**config.mk**
```make
export PLATFORM = sky130hd
export DESIGN_NAME = pipe_ctrl_hazard
export DESIGN_NICKNAME = d
export VERILOG_FILES = /design/src/rtl/pipe_ctrl_hazard.sv
export SDC_FILE = /design/constraint.sdc
export NUM_CORES = 1
export LEC_CHECK = 0
export CAP_MARGIN = 20
export CORE_MARGIN = 2
export CORE_UTILIZATION = 43
export DETAILED_ROUTE_END_ITERATION = 8
export GPL_TIMING_DRIVEN = 0
export PLACE_DENSITY = 0.82
export SETUP_SLACK_MARGIN = 0.15
export SLEW_MARGIN = 40
export SYNTH_ARGS = -nofsm -noshare
export SYNTH_HDL_FRONTEND = slang
export SYNTH_SLANG_ARGS = --single-unit
```
**constraint.sdc**
```tcl
create_clock -name clk -period 3.7 [get_ports clk]
set_input_delay 0.925 -clock clk [delete_from_list [all_inputs] [get_ports clk]]
set_output_delay 0.925 -clock clk [all_outputs]
set_load 0.01 [all_outputs]
```
**src/rtl/pipe_ctrl_hazard.sv**
```systemverilog
// Control unit for the 5-stage MIPS pipeline: ID-stage decode, load-use stall,
// branch/jump redirect, and the control bundle carried through EX, MEM and WB.
module pipe_ctrl_hazard #(
  parameter int ALU_W  = 4,
  parameter int REG_AW = 5,
  parameter bit EN_JAL = 1'b1
) (
  input  logic              clk,
  input  logic              rst_n,
  input  logic              id_valid,
  input  logic [5:0]        op,
  input  logic [5:0]        funct,
  input  logic [REG_AW-1:0] rs,
  input  logic [REG_AW-1:0] rt,
  input  logic [REG_AW-1:0] rd,
  input  logic              br_taken,
  output logic              stall,
  output logic              flush_if,
  output logic              jump,
  output logic              jump_reg,
  output logic [ALU_W-1:0]  ex_alu,
  output logic [1:0]        ex_src_a,
  output logic [1:0]        ex_src_b,
  output logic              ex_ext,
  output logic [1:0]        ex_branch,
  output logic              ex_illegal,
  output logic              ex_regwr,
  output logic              ex_mem2reg,
  output logic              ex_memwr,
  output logic [REG_AW-1:0] ex_wreg,
  output logic              mem_regwr,
  output logic              mem_mem2reg,
  output logic              mem_memwr,
  output logic [REG_AW-1:0] mem_wreg,
  output logic              wb_regwr,
  output logic              wb_mem2reg,
  output logic [REG_AW-1:0] wb_wreg
);

  localparam logic [5:0] OP_RTYPE = 6'b000000;
  localparam logic [5:0] OP_J     = 6'b000010;
  localparam logic [5:0] OP_JAL   = 6'b000011;
  localparam logic [5:0] OP_BEQ   = 6'b000100;
  localparam logic [5:0] OP_BNE   = 6'b000101;
  localparam logic [5:0] OP_ADDI  = 6'b001000;
  localparam logic [5:0] OP_ADDIU = 6'b001001;
  localparam logic [5:0] OP_SLTI  = 6'b001010;
  localparam logic [5:0] OP_SLTIU = 6'b001011;
  localparam logic [5:0] OP_ANDI  = 6'b001100;
  localparam logic [5:0] OP_ORI   = 6'b001101;
  localparam logic [5:0] OP_XORI  = 6'b001110;
  localparam logic [5:0] OP_LUI   = 6'b001111;
  localparam logic [5:0] OP_LW    = 6'b100011;
  localparam logic [5:0] OP_SW    = 6'b101011;

  localparam logic [5:0] F_SLL  = 6'b000000;
  localparam logic [5:0] F_SRL  = 6'b000010;
  localparam logic [5:0] F_SRA  = 6'b000011;
  localparam logic [5:0] F_JR   = 6'b001000;
  localparam logic [5:0] F_ADD  = 6'b100000;
  localparam logic [5:0] F_ADDU = 6'b100001;
  localparam logic [5:0] F_SUB  = 6'b100010;
  localparam logic [5:0] F_SUBU = 6'b100011;
  localparam logic [5:0] F_AND  = 6'b100100;
  localparam logic [5:0] F_OR   = 6'b100101;
  localparam logic [5:0] F_XOR  = 6'b100110;
  localparam logic [5:0] F_NOR  = 6'b100111;
  localparam logic [5:0] F_SLT  = 6'b101010;
  localparam logic [5:0] F_SLTU = 6'b101011;

  localparam logic [ALU_W-1:0] ALU_ADD  = ALU_W'(0);
  localparam logic [ALU_W-1:0] ALU_SUB  = ALU_W'(1);
  localparam logic [ALU_W-1:0] ALU_SLL  = ALU_W'(2);
  localparam logic [ALU_W-1:0] ALU_SRL  = ALU_W'(3);
  localparam logic [ALU_W-1:0] ALU_SLT  = ALU_W'(4);
  localparam logic [ALU_W-1:0] ALU_AND  = ALU_W'(5);
  localparam logic [ALU_W-1:0] ALU_OR   = ALU_W'(6);
  localparam logic [ALU_W-1:0] ALU_XOR  = ALU_W'(7);
  localparam logic [ALU_W-1:0] ALU_SLTU = ALU_W'(8);
  localparam logic [ALU_W-1:0] ALU_SRA  = ALU_W'(9);
  localparam logic [ALU_W-1:0] ALU_NOR  = ALU_W'(10);

  localparam logic [1:0] SRC_A_IMM16 = 2'b01;
  localparam logic [1:0] SRC_A_SHAMT = 2'b10;
  localparam logic [1:0] SRC_A_LINK  = 2'b11;
  localparam logic [1:0] SRC_B_IMM   = 2'b01;
  localparam logic [1:0] SRC_B_ZERO  = 2'b10;

  typedef struct packed {
    logic [ALU_W-1:0]  alu;
    logic [1:0]        src_a;
    logic [1:0]        src_b;
    logic              ext;
    logic [1:0]        branch;
    logic              illegal;
    logic              regwr;
    logic              mem2reg;
    logic              memwr;
    logic [REG_AW-1:0] wreg;
  } ctrl_t;

  ctrl_t             w_dec;
  ctrl_t             w_id_ex_next;
  ctrl_t             r_ex;
  logic              w_reads_rs;
  logic              w_reads_rt;
  logic              w_dec_jump;
  logic              w_dec_jr;
  logic              w_legal;
  logic              w_hazard;
  logic              w_br_flush;
  logic              r_mem_regwr;
  logic              r_mem_mem2reg;
  logic              r_mem_memwr;
  logic [REG_AW-1:0] r_mem_wreg;
  logic              r_wb_regwr;
  logic              r_wb_mem2reg;
  logic [REG_AW-1:0] r_wb_wreg;

  // NOTE: every signal written here gets a default first, so no path can
  // leave one unassigned and infer a latch.
  always_comb begin
    w_dec      = '0;
    w_reads_rs = 1'b0;
    w_reads_rt = 1'b0;
    w_dec_jump = 1'b0;
    w_dec_jr   = 1'b0;
    w_legal    = 1'b1;
    case (op)
      OP_RTYPE: begin
        w_dec.regwr = 1'b1;
        w_dec.wreg  = rd;
        w_reads_rs  = 1'b1;
        w_reads_rt  = 1'b1;
        case (funct)
          F_SLL: begin w_dec.alu = ALU_SLL; w_dec.src_a = SRC_A_SHAMT; w_reads_rs = 1'b0; end
          F_SRL: begin w_dec.alu = ALU_SRL; w_dec.src_a = SRC_A_SHAMT; w_reads_rs = 1'b0; end
          F_SRA: begin w_dec.alu = ALU_SRA; w_dec.src_a = SRC_A_SHAMT; w_reads_rs = 1'b0; end
          F_JR: begin
            w_dec.regwr = 1'b0;
            w_dec_jr    = 1'b1;
            w_legal     = EN_JAL;
          end
          F_ADD, F_ADDU: w_dec.alu = ALU_ADD;
          F_SUB, F_SUBU: w_dec.alu = ALU_SUB;
          F_AND:         w_dec.alu = ALU_AND;
          F_OR:          w_dec.alu = ALU_OR;
          F_XOR:         w_dec.alu = ALU_XOR;
          F_NOR:         w_dec.alu = ALU_NOR;
          F_SLT:         w_dec.alu = ALU_SLT;
          F_SLTU:        w_dec.alu = ALU_SLTU;
          default:       w_legal   = 1'b0;
        endcase
      end
      OP_J: w_dec_jump = 1'b1;
      OP_JAL: begin
        w_dec.regwr = 1'b1;
        w_dec.src_a = SRC_A_LINK;
        w_dec.src_b = SRC_B_ZERO;
        w_dec.wreg  = REG_AW'(31);
        w_dec_jump  = 1'b1;
        w_legal     = EN_JAL;
      end
      OP_BEQ, OP_BNE: begin
        w_dec.alu    = ALU_SUB;
        w_dec.ext    = 1'b1;
        w_dec.branch = (op == OP_BEQ) ? 2'b01 : 2'b10;
        w_reads_rs   = 1'b1;
        w_reads_rt   = 1'b1;
      end
      OP_LW, OP_SW: begin
        w_dec.alu     = ALU_ADD;
        w_dec.src_b   = SRC_B_IMM;
        w_dec.ext     = 1'b1;
        w_dec.regwr   = (op == OP_LW);
        w_dec.mem2reg = (op == OP_LW);
        w_dec.memwr   = (op == OP_SW);
        w_dec.wreg    = (op == OP_LW) ? rt : '0;
        w_reads_rs    = 1'b1;
        w_reads_rt    = (op == OP_SW);
      end
      OP_ADDI, OP_ADDIU, OP_SLTI, OP_SLTIU, OP_ANDI, OP_ORI, OP_XORI, OP_LUI: begin
        w_dec.src_b = SRC_B_IMM;
        w_dec.regwr = 1'b1;
        w_dec.wreg  = rt;
        w_reads_rs  = 1'b1;
        case (op)
          OP_ADDI:  begin w_dec.alu = ALU_ADD; w_dec.ext = 1'b1; end
          OP_ADDIU: w_dec.alu = ALU_ADD;
          OP_SLTI:  begin w_dec.alu = ALU_SLT; w_dec.ext = 1'b1; end
          OP_SLTIU: w_dec.alu = ALU_SLTU;
          OP_ANDI:  w_dec.alu = ALU_AND;
          OP_ORI:   w_dec.alu = ALU_OR;
          OP_XORI:  w_dec.alu = ALU_XOR;
          default: begin
            w_dec.alu   = ALU_SLL;
            w_dec.src_a = SRC_A_IMM16;
            w_reads_rs  = 1'b0;
          end
        endcase
      end
      default: w_legal = 1'b0;
    endcase

    // Empty slots and undecodable words both leave ID as a bubble; only the
    // latter raises the illegal flag downstream.
    if (!id_valid || !w_legal) begin
      w_dec         = '0;
      w_dec.illegal = id_valid & ~w_legal;
      w_reads_rs    = 1'b0;
      w_reads_rt    = 1'b0;
      w_dec_jump    = 1'b0;
      w_dec_jr      = 1'b0;
    end
  end

  assign w_br_flush = br_taken & (r_ex.branch != 2'b00);
  assign w_hazard   = id_valid & r_ex.mem2reg & r_ex.regwr & (r_ex.wreg != '0) &
                      ((w_reads_rs & (r_ex.wreg == rs)) | (w_reads_rt & (r_ex.wreg == rt)));

  assign stall    = w_hazard & ~w_br_flush;
  assign jump     = w_dec_jump & ~w_hazard & ~w_br_flush;
  assign jump_reg = w_dec_jr & ~w_hazard & ~w_br_flush;
  assign flush_if = w_br_flush | jump | jump_reg;

  assign w_id_ex_next = (w_hazard | w_br_flush) ? ctrl_t'('0) : w_dec;

  // NOTE: pipeline registers use non-blocking assignments so every stage
  // samples its predecessor's pre-edge value.
  always_ff @(posedge clk or negedge rst_n) begin
    if (!rst_n) begin
      r_ex          <= '0;
      r_mem_regwr   <= 1'b0;
      r_mem_mem2reg <= 1'b0;
      r_mem_memwr   <= 1'b0;
      r_mem_wreg    <= '0;
      r_wb_regwr    <= 1'b0;
      r_wb_mem2reg  <= 1'b0;
      r_wb_wreg     <= '0;
    end else begin
      r_ex          <= w_id_ex_next;
      r_mem_regwr   <= r_ex.regwr;
      r_mem_mem2reg <= r_ex.mem2reg;
      r_mem_memwr   <= r_ex.memwr;
      r_mem_wreg    <= r_ex.wreg;
      r_wb_regwr    <= r_mem_regwr;
      r_wb_mem2reg  <= r_mem_mem2reg;
      r_wb_wreg     <= r_mem_wreg;
    end
  end

  assign ex_alu      = r_ex.alu;
  assign ex_src_a    = r_ex.src_a;
  assign ex_src_b    = r_ex.src_b;
  assign ex_ext      = r_ex.ext;
  assign ex_branch   = r_ex.branch;
  assign ex_illegal  = r_ex.illegal;
  assign ex_regwr    = r_ex.regwr;
  assign ex_mem2reg  = r_ex.mem2reg;
  assign ex_memwr    = r_ex.memwr;
  assign ex_wreg     = r_ex.wreg;
  assign mem_regwr   = r_mem_regwr;
  assign mem_mem2reg = r_mem_mem2reg;
  assign mem_memwr   = r_mem_memwr;
  assign mem_wreg    = r_mem_wreg;
  assign wb_regwr    = r_wb_regwr;
  assign wb_mem2reg  = r_wb_mem2reg;
  assign wb_wreg     = r_wb_wreg;

endmodule

```
==> reports/qor.csv <==
stage;metric;value;unit
drt;Post-Route WL;4890;µm
power_and_ir_drop;Leak;1.140;nW
final_layout;fin nets;285;
place;DP Worst Slack;-738.1;ps
clocking;Num CTS Buffers;5;
floorplanning;Initial Util;0.4430;
final_layout;most common cell after layout, fill and taps aside;clkdlybuf4s50_1;
logic_synthesis;number of synthesized flops with an enable pin;0;
sta;Achievable Freq;285.5;MHz
job;max cap viols;0;
sta;setup slack after layout;197.3;ps
sta;Slew @ Worst Pin;531.4;ps
final_layout;most frequent cells in the layout;clkdlybuf4s50_1 (53), dfrtp_1 (35), nor2_1 (15);
logic_synthesis;share of synthesized registers carrying an async set or reset;1.000;
clocking;Hold Buf Count CTS;0;
grt;first-pass GRT wire length;7369;µm
place;gp weighted congestion;0.9485;
drt;post-route ant nets;0;
logic_synthesis;Post-synth top flop;dfrtp_1;
final_layout;ant diodes;0;
logic_synthesis;syn avg cell area;10.11;µm²
setup_path;critical path launch point type;input port;
sta;final count of hold timing violations;0;
grt;Global Route Usage Sum;0.2205;
sta;crit share post-route;0.9467;
power_and_ir_drop;total power draw;0.7586;mW
setup_path;Crit Path Class;input port to primary output;
setup_path;Worst EP arrival;2580;ps
clocking;H-Tree Depth;2;
grt;antenna violations before repair;0;
grt;largest net degree at the start of global routing;23;
logic_synthesis;synthesized flop and latch total;35;
grt;total congestion overflow;0;
floorplanning;I/O pins;70;
setup_path;Worst path top cell family by delay;compound AO/OA/AOI/OAI gates;
sta;final setup TNS;0;ps
final_layout;share of cells above drive strength 1;0.1818;
setup_path;Bufs and invs on worst path;4;
drt;Post-route DRC;0;
clocking;CTS tree;done;
logic_synthesis;Netlist cell types;47;
floorplanning;Die W;67.96;µm
clocking;Skew-Pair Late Insertion Delay;280;ps
power_and_ir_drop;Pwr Density;284.5;nW/µm²
place;IO buf count;65;
floorplanning;Die Ht;67.96;µm
setup_path;element type at the critical path end;primary output;
setup_path;critical-path cell list;dlygate4sd2_1 > clkbuf_8 > nor3b_1 > a211oi_1 > o22ai_1 > a21oi_2 > nand2b_4 > buf_8 > o31ai_4 > buf_2;
clocking;Clock Sinks;35;
worst_hold_path;Hold Crit Class;register to register;
clocking;clock slew at reported path FFs;60;ps
place;HPWL Detailed;3633;µm
sta;worst hold slack;372.1;ps
clocking;Bufs on Longest Clock Path;2;
floorplanning;Core Region;3971;µm²
place;Placed Area;2495;µm²
clocking;root buffer cell;clkbuf_8;
sta;final setup fails;0;
setup_path;WP data required;2770;ps
drt;WL/cell;16.14;µm
outcome;status;finished clean;
logic_synthesis;Yosys warnings;0;
sta;Worst Skew;4.362;ps
setup_path;Critical Path Max Stage Delay;250;ps
floorplanning;FP Rows;23;
final_layout;Layout Cell Area excl Fill;2666;µm²
logic_synthesis;Cells after Synth;174;
setup_path;Critical-path top delay cell;dlygate4sd2_1;
power_and_ir_drop;Max VDD drop;129.3;µV
drt;first drt pass iteration count;5;
drt;vias;1708;
drt;initial DRC count;131;
setup_path;Worst Path Max Fanout;5;
floorplanning;die area;4619;µm²
grt;vias in the first global route;1576;
drt;routed vias/inst;5.637;
final_layout;area grow syn2layout;51.56;%
logic_synthesis;Mapped Nets;205;
sta;max-slew violation count;0;
sta;Relative slew margins;0.6457;
logic_synthesis;Post-Syn Area;1759;µm²
sta;fin crit period;3503;ps
sta;RSZ-0062 raised after global routing;true;
logic_synthesis;sequential share of the synthesized area;0.4979;
[registers in the layout, summed over array words and instances, names as in the netlist, 2 cells and up]
signal,cells
mem_wreg,5
ex_wreg,5
ex_branch,2
ex_src_b,2
ex_alu,4
wb_wreg,5
ex_src_a,2
[where the power goes]
part	leakage, nW	internal (mW)	switching, mW
registers	0.486	0.386	0.00215
logic	0.617	0.0615	0.0682
clock network	0.0371	0.125	0.116
total	1.14	0.573	0.186
[area by class of cell]
type                            count  area [µm²]
Buffer                             10       78.83
Clock buffer                        6       72.57
Fill cell                         306        1305
Inverter                            9       33.78
Multi-Input combinational cell    120       847.1
Sequential cell                    35       875.8
Tap cell                           50       62.56
Timing Repair Buffer               73       695.7
[synth_stat cells (2+ instances only)]
master | n | area, µm²
a211oi_1 | 2 | 15.01
a21oi_1 | 5 | 25.02
a221oi_1 | 6 | 52.55
a32oi_1 | 2 | 17.52
and3_1 | 3 | 18.77
buf_2 | 2 | 10.01
buf_6 | 2 | 22.52
clkbuf_1 | 4 | 15.01
dfrtp_1 | 35 | 875.8
inv_1 | 9 | 33.78
nand2_1 | 11 | 41.29
nand3_1 | 7 | 35.03
nand4_1 | 6 | 37.54
nor2_1 | 17 | 63.81
nor2b_1 | 3 | 18.77
nor3_1 | 7 | 35.03
nor3_2 | 4 | 40.04
o21ai_0 | 10 | 50.05
or3_1 | 2 | 12.51
xnor2_1 | 8 | 70.07
xor2_1 | 3 | 26.28
[cell families (layout without fill, tap and decap cells)]
logic type      Yosys count  after routing  synth area share
simple gates             71             71            0.2262
flops                    35             35            0.4979
xor+xnor                 11             11           0.05477
compound gates           37             37            0.1629
buf+inv                  19             98           0.05263
mux                       1              1          0.005690
[worst paths after layout]
check,startpoint,endpoint,slack [ps],depth (start not counted)
max,op[1],flush_if,200,10
min,mem_wreg[4]$_DFF_PN0_,wb_wreg[4]$_DFF_PN0_,370,0
min in group asynchronous,rst_n,ex_wreg[4]$_DFF_PN0_,560,1
min reg2reg,mem_wreg[4]$_DFF_PN0_,wb_wreg[4]$_DFF_PN0_,370,0
max reg2reg,ex_wreg[1]$_DFF_PN0_,ex_memwr$_DFF_PN0_,1390,8
max in group asynchronous,rst_n,ex_src_b[0]$_DFF_PN0_,2700,2
[stage by stage]
stage / cells / utilization
floorplan: 174 / -
global placement: 289 / 0.6226
detailed placement: 290 / 0.6282
CTS: 300 / 0.6673
global route: 303 / 0.6714
finish: 303 / 0.6714
[timing repair]
item / CTS / global route
setup endpoints to repair: 4 / 3
pin swaps: 9 / 6
resized for setup: 37 / 7
setup buffers: 4 / 3
[metal layers]
layer	GRT usage	part of all wire
met5	0	0
met4	0.1025	0.030
met3	0.04441	0.081
met2	0.3726	0.52
met1	0.2698	0.37
No activity file was read; power rests on OpenSTA's default activity.
